[src/rtl/display_scan_reader.sv]
// Reads back a multiplexed 4-digit 7-segment scan (SEG/y) and rebuilds the BCD frame
// with one-cycle Valid, per-frame error flag and a stale-scan indicator.
module display_scan_reader #(
    parameter int unsigned SETTLE  = 4,
    parameter int unsigned TIMEOUT = 65535
) (
    input  logic        Clk,
    input  logic        RES,
    input  logic [3:0]  SEG,
    input  logic [7:0]  y,
    output logic [15:0] Q,
    output logic [3:0]  DP,
    output logic        Valid,
    output logic        Err,
    output logic        Stale
);

    localparam int unsigned NDIG = 4;
    localparam int unsigned DW   = 4;
    localparam int unsigned SW   = 12;
    localparam int unsigned CW   = 4;
    localparam int unsigned TW   = 20;

    localparam logic [CW-1:0] SETTLE_C  = CW'(SETTLE);
    localparam logic [TW-1:0] TIMEOUT_C = TW'(TIMEOUT);

    typedef enum logic {
        COLLECT = 1'b0,
        COMMIT  = 1'b1
    } state_t;

    state_t state;
    state_t state_nx;

    logic [SW-1:0] s_meta;
    logic [SW-1:0] s;
    logic [SW-1:0] s_prev;

    logic [CW-1:0] stab_cnt;
    logic          strobe_c;

    logic [NDIG-1:0]         seg_s;
    logic [6:0]              abcdefg;
    logic                    dp_s;
    logic [DW-1:0]           digit_c;
    logic                    digit_ok_c;
    logic                    onehot_c;
    logic                    multi_c;

    logic [NDIG-1:0][DW-1:0] shadow;
    logic [NDIG-1:0]         dpsh;
    logic [NDIG-1:0]         seen;
    logic [NDIG-1:0]         seen_nx;
    logic                    ferr;
    logic                    ferr_nx;
    logic                    commit_c;

    logic [TW-1:0] tcnt;
    logic [TW-1:0] tcnt_nx;

    // Two-stage synchroniser for the whole {SEG, y} vector plus a one-cycle history
    always_ff @(posedge Clk or negedge RES) begin
        if (!RES) begin
            s_meta <= '0;
            s      <= '0;
            s_prev <= '0;
        end else begin
            s_meta <= {SEG, y};
            s      <= s_meta;
            s_prev <= s;
        end
    end

    // Stability counter saturates at SETTLE; strobe fires only on the SETTLE-1 -> SETTLE step
    always_ff @(posedge Clk or negedge RES) begin
        if (!RES) begin
            stab_cnt <= '0;
        end else if (s != s_prev) begin
            stab_cnt <= '0;
        end else if (stab_cnt != SETTLE_C) begin
            stab_cnt <= stab_cnt + CW'(1);
        end
    end

    assign strobe_c = (s == s_prev) && (stab_cnt == (SETTLE_C - CW'(1)));

    assign seg_s   = s[SW-1:8];
    assign dp_s    = s[7];
    assign abcdefg = {s[0], s[1], s[2], s[3], s[4], s[5], s[6]};

    assign onehot_c = (seg_s != '0) && ((seg_s & (seg_s - NDIG'(1))) == '0);
    assign multi_c  = (seg_s != '0) && !onehot_c;

    // Segment pattern to BCD; anything outside the ten glyphs maps to F
    always_comb begin
        digit_c    = 4'hF;
        digit_ok_c = 1'b1;
        case (abcdefg)
            7'b1111110: digit_c = 4'd0;
            7'b0110000: digit_c = 4'd1;
            7'b1101101: digit_c = 4'd2;
            7'b1111001: digit_c = 4'd3;
            7'b0110011: digit_c = 4'd4;
            7'b1011011: digit_c = 4'd5;
            7'b1011111: digit_c = 4'd6;
            7'b1110000: digit_c = 4'd7;
            7'b1111111: digit_c = 4'd8;
            7'b1111011: digit_c = 4'd9;
            default: begin
                digit_c    = 4'hF;
                digit_ok_c = 1'b0;
            end
        endcase
    end

    // Shadow digit and decimal-point store, newest capture of a digit wins
    always_ff @(posedge Clk or negedge RES) begin
        if (!RES) begin
            shadow <= '0;
            dpsh   <= '0;
        end else if (strobe_c && onehot_c) begin
            for (int i = 0; i < int'(NDIG); i++) begin
                if (seg_s[i]) begin
                    shadow[i] <= digit_c;
                    dpsh[i]   <= dp_s;
                end
            end
        end
    end

    always_ff @(posedge Clk or negedge RES) begin
        if (!RES) begin
            state <= COLLECT;
        end else begin
            state <= state_nx;
        end
    end

    // Frame sequencing; a capture in the commit cycle lands after the clear
    always_comb begin
        state_nx = state;
        commit_c = 1'b0;
        seen_nx  = seen;
        ferr_nx  = ferr;
        case (state)
            COLLECT: begin
                if (seen == '1) begin
                    commit_c = 1'b1;
                    state_nx = COMMIT;
                end
            end
            COMMIT: begin
                state_nx = COLLECT;
            end
            default: begin
                state_nx = COLLECT;
            end
        endcase
        if (commit_c) begin
            seen_nx = '0;
            ferr_nx = 1'b0;
        end
        if (strobe_c) begin
            if (onehot_c) begin
                seen_nx = seen_nx | seg_s;
                if (!digit_ok_c) begin
                    ferr_nx = 1'b1;
                end
            end else if (multi_c) begin
                ferr_nx = 1'b1;
            end
        end
    end

    always_ff @(posedge Clk or negedge RES) begin
        if (!RES) begin
            seen <= '0;
            ferr <= 1'b0;
        end else begin
            seen <= seen_nx;
            ferr <= ferr_nx;
        end
    end

    always_ff @(posedge Clk or negedge RES) begin
        if (!RES) begin
            Q     <= '0;
            DP    <= '0;
            Err   <= 1'b0;
            Valid <= 1'b0;
        end else begin
            Valid <= commit_c;
            if (commit_c) begin
                Q   <= shadow;
                DP  <= dpsh;
                Err <= ferr;
            end
        end
    end

    // Timeout counter cleared by every capture, blanking included
    always_comb begin
        tcnt_nx = tcnt;
        if (strobe_c) begin
            tcnt_nx = '0;
        end else if (tcnt != TIMEOUT_C) begin
            tcnt_nx = tcnt + TW'(1);
        end
    end

    always_ff @(posedge Clk or negedge RES) begin
        if (!RES) begin
            tcnt  <= '0;
            Stale <= 1'b0;
        end else begin
            tcnt  <= tcnt_nx;
            Stale <= (tcnt_nx == TIMEOUT_C);
        end
    end

endmodule

[config.mk]
export PLATFORM = sky130hd
export DESIGN_NAME = display_scan_reader
export DESIGN_NICKNAME = d
export VERILOG_FILES = /design/src/rtl/display_scan_reader.sv
export SDC_FILE = /design/constraint.sdc
export NUM_CORES = 1
export LEC_CHECK = 0
export CAP_MARGIN = 5
export CORE_AREA = 2 2 100 102
export DETAILED_ROUTE_END_ITERATION = 10
export DIE_AREA = 0 0 102 104
export GPL_ROUTABILITY_DRIVEN = 0
export PLACE_DENSITY = 0.71
export SYNTH_ARGS = -nofsm -noshare
export SYNTH_HDL_FRONTEND = slang
export SYNTH_SLANG_ARGS = --single-unit
[constraint.sdc]
create_clock -name Clk -period 2.2 [get_ports Clk]
set_clock_uncertainty 0.15 [all_clocks]
set_input_delay 0.22 -clock Clk [delete_from_list [all_inputs] [get_ports Clk]]
set_output_delay 0.22 -clock Clk [all_outputs]
set_load 0.05 [all_outputs]
Word level (Yosys, flattened, before mapping):

Index checks and enable logic that the tools add are counted.

* eq/ne operators: 17
* div/mod/pow operators: 0
* multiply operators: 0
* reductions and logical operators: 13
* shift operators: 0
* $lt $le $gt $ge: 0
* muxes and demuxes: 17
* add/sub/neg operators: 3
* bitwise gates (word level): 3

Operators by type and width (count)
* equality test 7 bit (second input constant): 8
* 2-to-1 mux 20 bit: 2
* case mux 4 bit (10 select lines): 1
* adder 20 x 1 -> 20 bit (second input constant): 1
* equality test 20 x 16 -> 1 bit (second input constant): 1
* 2-to-1 mux 4 bit: 5
* != test 20 x 16 -> 1 bit (second input constant): 1
* equality test 7 x 6 -> 1 bit (second input constant): 2
* equality test 12 bit: 1
* != test 12 bit: 1
* OR reduction 10 bit: 1
* 2-to-1 mux 1 bit: 8
* AND reduction 2 bit: 4
* adder 4 x 1 -> 4 bit (second input constant): 1
* AND 4 bit: 1
* equality test 4 x 2 -> 1 bit (second input constant): 1
* equality test 4 bit (second input constant): 1
* logical AND 1 bit: 4
* zero test 4 bit: 1
* != test 4 x 3 -> 1 bit (second input constant): 1
* OR 4 bit: 1
* nonzero test 4 bit: 1
* subtractor 4 x 1 -> 4 bit (second input constant): 1
* case mux 1 bit (2 select lines): 1
* other kinds (3): 3

* bits in registers: 109
* RAM bits: 0
* output and inout bits: 23
* word-level logic and storage cells: 74
* input port bits: 14
* memory bits (read-only): 0
* bits in latches: 0
* memories kept: 0

Depth between registers and ports, before layout:

* depth in word-level cells: 9
* depth in mapped cells: 8
* mapped depth without buffers: 7

Least setup slack after synthesis:

Ideal clock, no wire load.

* kind: reg-to-reg
* start point: register tcnt[0]
* end point: register Stale
* path buffers: 1
* period minus slack after synthesis: 2356 ps
* path slack: -156 ps
* cell stages (with the launch flop): 9
* data arrival time: 2105 ps
* setup time: 101 ps
* data required time: 1949 ps
* cells stage by stage: dfrtp_1 ha_1 and4_1 and3_1 buf_2 a211oi_1 mux2i_1 o22ai_1 nor4_1

* cells in the longest elaborated chain, start to end: 4
* elaborated cells between the ends (all ways): 5
* those cells by class: 1 x add/sub; 2 x eq/ne; 2 x mux

RTL lines
* from (decl): RTL line 58 `logic [TW-1:0] tcnt;`
* from (signal assigned): RTL line 216 `tcnt <= tcnt_nx;`
* adder 20 x 1 -> 20 bit or != test 20 x 16 -> 1 bit (tied branches): RTL line 207, 206
* 2-to-1 mux 20 bit *: RTL line 206 `end else if (tcnt != TIMEOUT_C) begin`
* 2-to-1 mux 20 bit *: RTL line 204 `if (strobe_c) begin`
* equality test 20 x 16 -> 1 bit *: RTL line 217 `Stale <= (tcnt_nx == TIMEOUT_C);`
* to (signal assigned): RTL line 217
* to (decl): RTL line 15 `output logic Stale`

Mark *: on every way between the ends. The rest lies on a longest branch, timed or not.
A chain may end at the register's enable or synchronous reset.

Worst setup path after layout:

* start point: register s[0]
* end point: register dpsh[1]

* cells in the longest elaborated chain, start to end: 4

RTL lines
* from (decl): RTL line 36 `logic [SW-1:0] s;`
* from (signal assigned): RTL line 69 `s <= s_meta;`
* equality test 12 bit: RTL line 85 `assign strobe_c = (s == s_prev) && (stab_cnt == (SETTLE_C - CW'(1)));`
* logical AND 1 bit: RTL line 85
* logical AND 1 bit: RTL line 121 `end else if (strobe_c && onehot_c) begin`
* AND reduction 2 bit (no line)
* to (signal, indexed assignment): RTL line 125 `dpsh[i] <= dp_s;`
* to (decl): RTL line 51 `logic [NDIG-1:0] dpsh;`

Every way passes these cells.

==> out/metrics.csv <==
metric,value,unit
status,finished with violations,
violations,negative setup slack,
crit_path_end_kind,flop,
crit_arrival,2.52,ns
final.period_utilization,109,%
max_clock_freq,418,MHz
drc,0,
clk_pin_slew,0.12,ns
syn_area,0.00463,sq mm
p_int,2.57,mW
cts_root_buffer,clkbuf_8,
power.total,3.46,mW
drive_above_1_share,28.3,%
period_minus_slack,2.39,ns
hold_class,in -> reg,
crit_fanout,6,
clkLatencyLatePin,0.38,ns
grtUsageTotal,18.3,%
yosysUniqueCellTypes,61,
synth_nets,433,
switching_power,0.892,mW
r2r_cells,6,
cp_cell_sequence,xnor2_2 -> nand4_1 -> or4_4 -> nor3_4 -> and3b_2 -> mux2_2,
hold_viol_final,0,
rows,36,
power-per-cell-area,573,mW/mm^2
ys_warn_count,0,
overflow,0,
vias,3417,
maxSlewHeadroom,56.0,%
dp.final_hpwl,6560,um
grt_max_degree,45,
ir_worst_vdd,0.000466,V
swShare,25.8,%
syn_avg_cell_area,11.1,sq um
tightest_slew,0.659,ns
coreArea,0.00955,sq mm
dieArea,0.0106,sq mm
p_seq_share,58.9,%
setup_ws,-0.195,ns
grt_setup_unrepaired,true,
fill_cells,769,
layout.nets,531,
drtPass1Iterations,4,
die_w,102,um
slew_viol_final,0,
leakage,2.83,nW
slowest_delay,0.59,ns
syn_inst,416,
first_iter_violations,103,
worst_setup_path_start_kind,flop,
synth_edf_count,0,
start_util,48.5,%
place_ws,-0.289,ns
wl_per_cell,14.6,um
critPathKind,reg -> reg,
cts.path.max_buffers,2,
pin_count,37,
combPwrFrac,5.7,%
ant_nets,0,
cp_data_required_time,2.32,ns
clkPwrFrac,35.4,%
rr_startpoint,s[0],
cts_buffers,9,
startpoint,s[0],
cp-endpoint,dpsh[1],
synthFlopType,dfrtp_1,
grt_antenna_before_repair,0,
grt_pass1_vias,3339,
r2r_slack,-0.19,ns
cts_max_level,3,
clock_sinks,108,
timing.rr.end,dpsh[1],
via_per_inst,5.24,
ys_async_sr_fraction,100,%
wirelength,9550,um
seq_area_frac_synth,58.4,%
setup_viol,22,
slowest_stage,or4_4,
fp.dieH,104,um
ys_ff_latch,108,
maxCapViolations,0,
area_delta_synth_final,30.6,%
cts_tree,built,
diodes,0,
grt_pass1_wl,15600,um
port_buffers,36,
==> layout by cell type, fill, tap and decap left out, types with 6 or more instances in the layout <==
| cell type | synthesis | routed |
|---|---|---|
| nand3_1 | 11 | 11 |
| clkdlybuf4s50_1 | 0 | 35 |
| nor3_1 | 7 | 6 |
| nand2_1 | 83 | 83 |
| xnor2_1 | 20 | 15 |
| inv_1 | 9 | 9 |
| dfrtp_1 | 108 | 107 |
| mux2_2 | 17 | 8 |
| a21oi_1 | 7 | 6 |
| mux2_4 | 3 | 12 |
| clkbuf_8 | 0 | 9 |
| o21ai_0 | 9 | 8 |
| nand4_1 | 11 | 11 |
| a21o_1 | 6 | 6 |
| buf_4 | 3 | 65 |
| nor2_1 | 26 | 26 |
==> metrics by stage <==
stage          hold WS (ns)  instance area, sq um  utilization [%]  std cells  TNS, ns
2_1_floorplan        -0.226                  4670                -        416    -1.63
3_3_place_gp       0.000231                  5560             58.2        626    -2.50
3_5_place_dp        0.00356                  5560             58.2        626    -4.17
4_1_cts               0.107                  5880             61.6        648    -2.20
5_1_grt               0.100                  6040             63.3        652    -4.77
6_report              0.117                  6040             63.3        652    -2.88
==> cell usage after synthesis, types with 4 or more instances <==
| master | number | area [sq um] |
|---|---|---|
| nor2_1 | 26 | 97.6 |
| mux2_2 | 17 | 191 |
| inv_1 | 9 | 33.8 |
| and3_1 | 4 | 25.0 |
| nor3_1 | 7 | 35.0 |
| or3_1 | 4 | 25.0 |
| nand2_1 | 83 | 312 |
| xor2_1 | 4 | 35.0 |
| mux2i_1 | 5 | 50.1 |
| nand3_1 | 11 | 55.1 |
| nand4_1 | 11 | 68.8 |
| clkbuf_1 | 8 | 30.0 |
| and4_1 | 4 | 35.0 |
| a21oi_1 | 7 | 35.0 |
| nor4_1 | 5 | 31.3 |
| dfrtp_1 | 108 | 2700 |
| buf_2 | 8 | 40.0 |
| a21o_1 | 6 | 45.0 |
| o21ai_0 | 9 | 45.0 |
| xnor2_1 | 20 | 175 |
==> worst min-delay path by stage <==
stage / cells past startpoint / startpoint / slack (ns) / end
5_1_grt: 1 / y[6] / 0.10 / s_meta[6]
4_1_cts: 1 / SEG[1] / 0.11 / s_meta[9]
3_5_place_dp: 1 / RES / 0.004 / stab_cnt[1]
2_1_floorplan: 0 / RES / -0.23 / DP[0]
6_report: 1 / SEG[1] / 0.12 / s_meta[9]
3_3_place_gp: 1 / RES / 0.0002 / stab_cnt[0]
==> critical path: cells and delay by family (launching register included) <==
| family | cells | cell delay [ns] |
|---|---|---|
| DFF | 1 | 0.46 |
| xor gates and xnor gates | 1 | 0.16 |
| and+or+nand+nor | 4 | 1.16 |
| muxes | 1 | 0.36 |
==> final cells by class <==
cell class | instances | area [sq um] | area share, %
Clock buffer | 9 | 124 | 2.05
Timing Repair Buffer | 108 | 953 | 15.8
Sequential cell | 108 | 2700 | 44.7
Tap cell | 133 | 166 | 2.75
Inverter | 9 | 33.8 | 0.559
Clock inverter | 7 | 80.1 | 1.33
Multi-Input combinational cell | 278 | 1980 | 32.8
==> power groups by stage <==
stage / combinational, mW / sequential, mW / clock [mW]
finish: 0.196 / 2.04 / 1.23
detailed placement: 0.171 / 2.08 / 0
global route: 0.217 / 2.04 / 1.35
CTS: 0.185 / 2.04 / 1.25
floorplan: 0.0680 / 2.07 / 0
global placement: 0.167 / 2.07 / 0
==> cell families after synthesis <==
family	count (synthesis)	synth area share, %
AO/OA/AOI/OAI	46	7.30
XOR/XNOR	24	4.54
adder cells (fa/ha/maj)	4	1.03
buffers and inverters	30	3.22
flip-flops	108	58.4
multiplexers	25	6.19
AND/OR/NAND/NOR	179	19.3
==> metal layers <==
layer / up-vias / wire length, um / global-route usage (%) / share of wire, %
met5: - / 0 / 0 / 0
met4: 0 / 121 / 5.24 / 1.3
met3: 13 / 281 / 3.76 / 2.9
met2: 58 / 4680 / 28.2 / 49
met1: 1718 / 4460 / 26.4 / 47
li1: 1628 / - / - / -
==> sequential cells by signal (all words and copies together) (netlist names) <==
name,cells
seen,4
s_prev,12
ferr,1
shadow,16
Valid,1
Err,1
dpsh,4
Stale,1
s,12
tcnt,20
s_meta,12
DP,4
stab_cnt,4
Q,16
==> repair_timing <==
action | 4_1_cts | 5_1_grt
setup buffers | 5 | 4
setup endpoints to repair | 23 | 24
hold buffers | 1 | 0
endpoints found under the hold margin | 100 | 0
pin swaps | 10 | 8
resized for setup | 16 | 25
(Power assumes the default switching activity.)
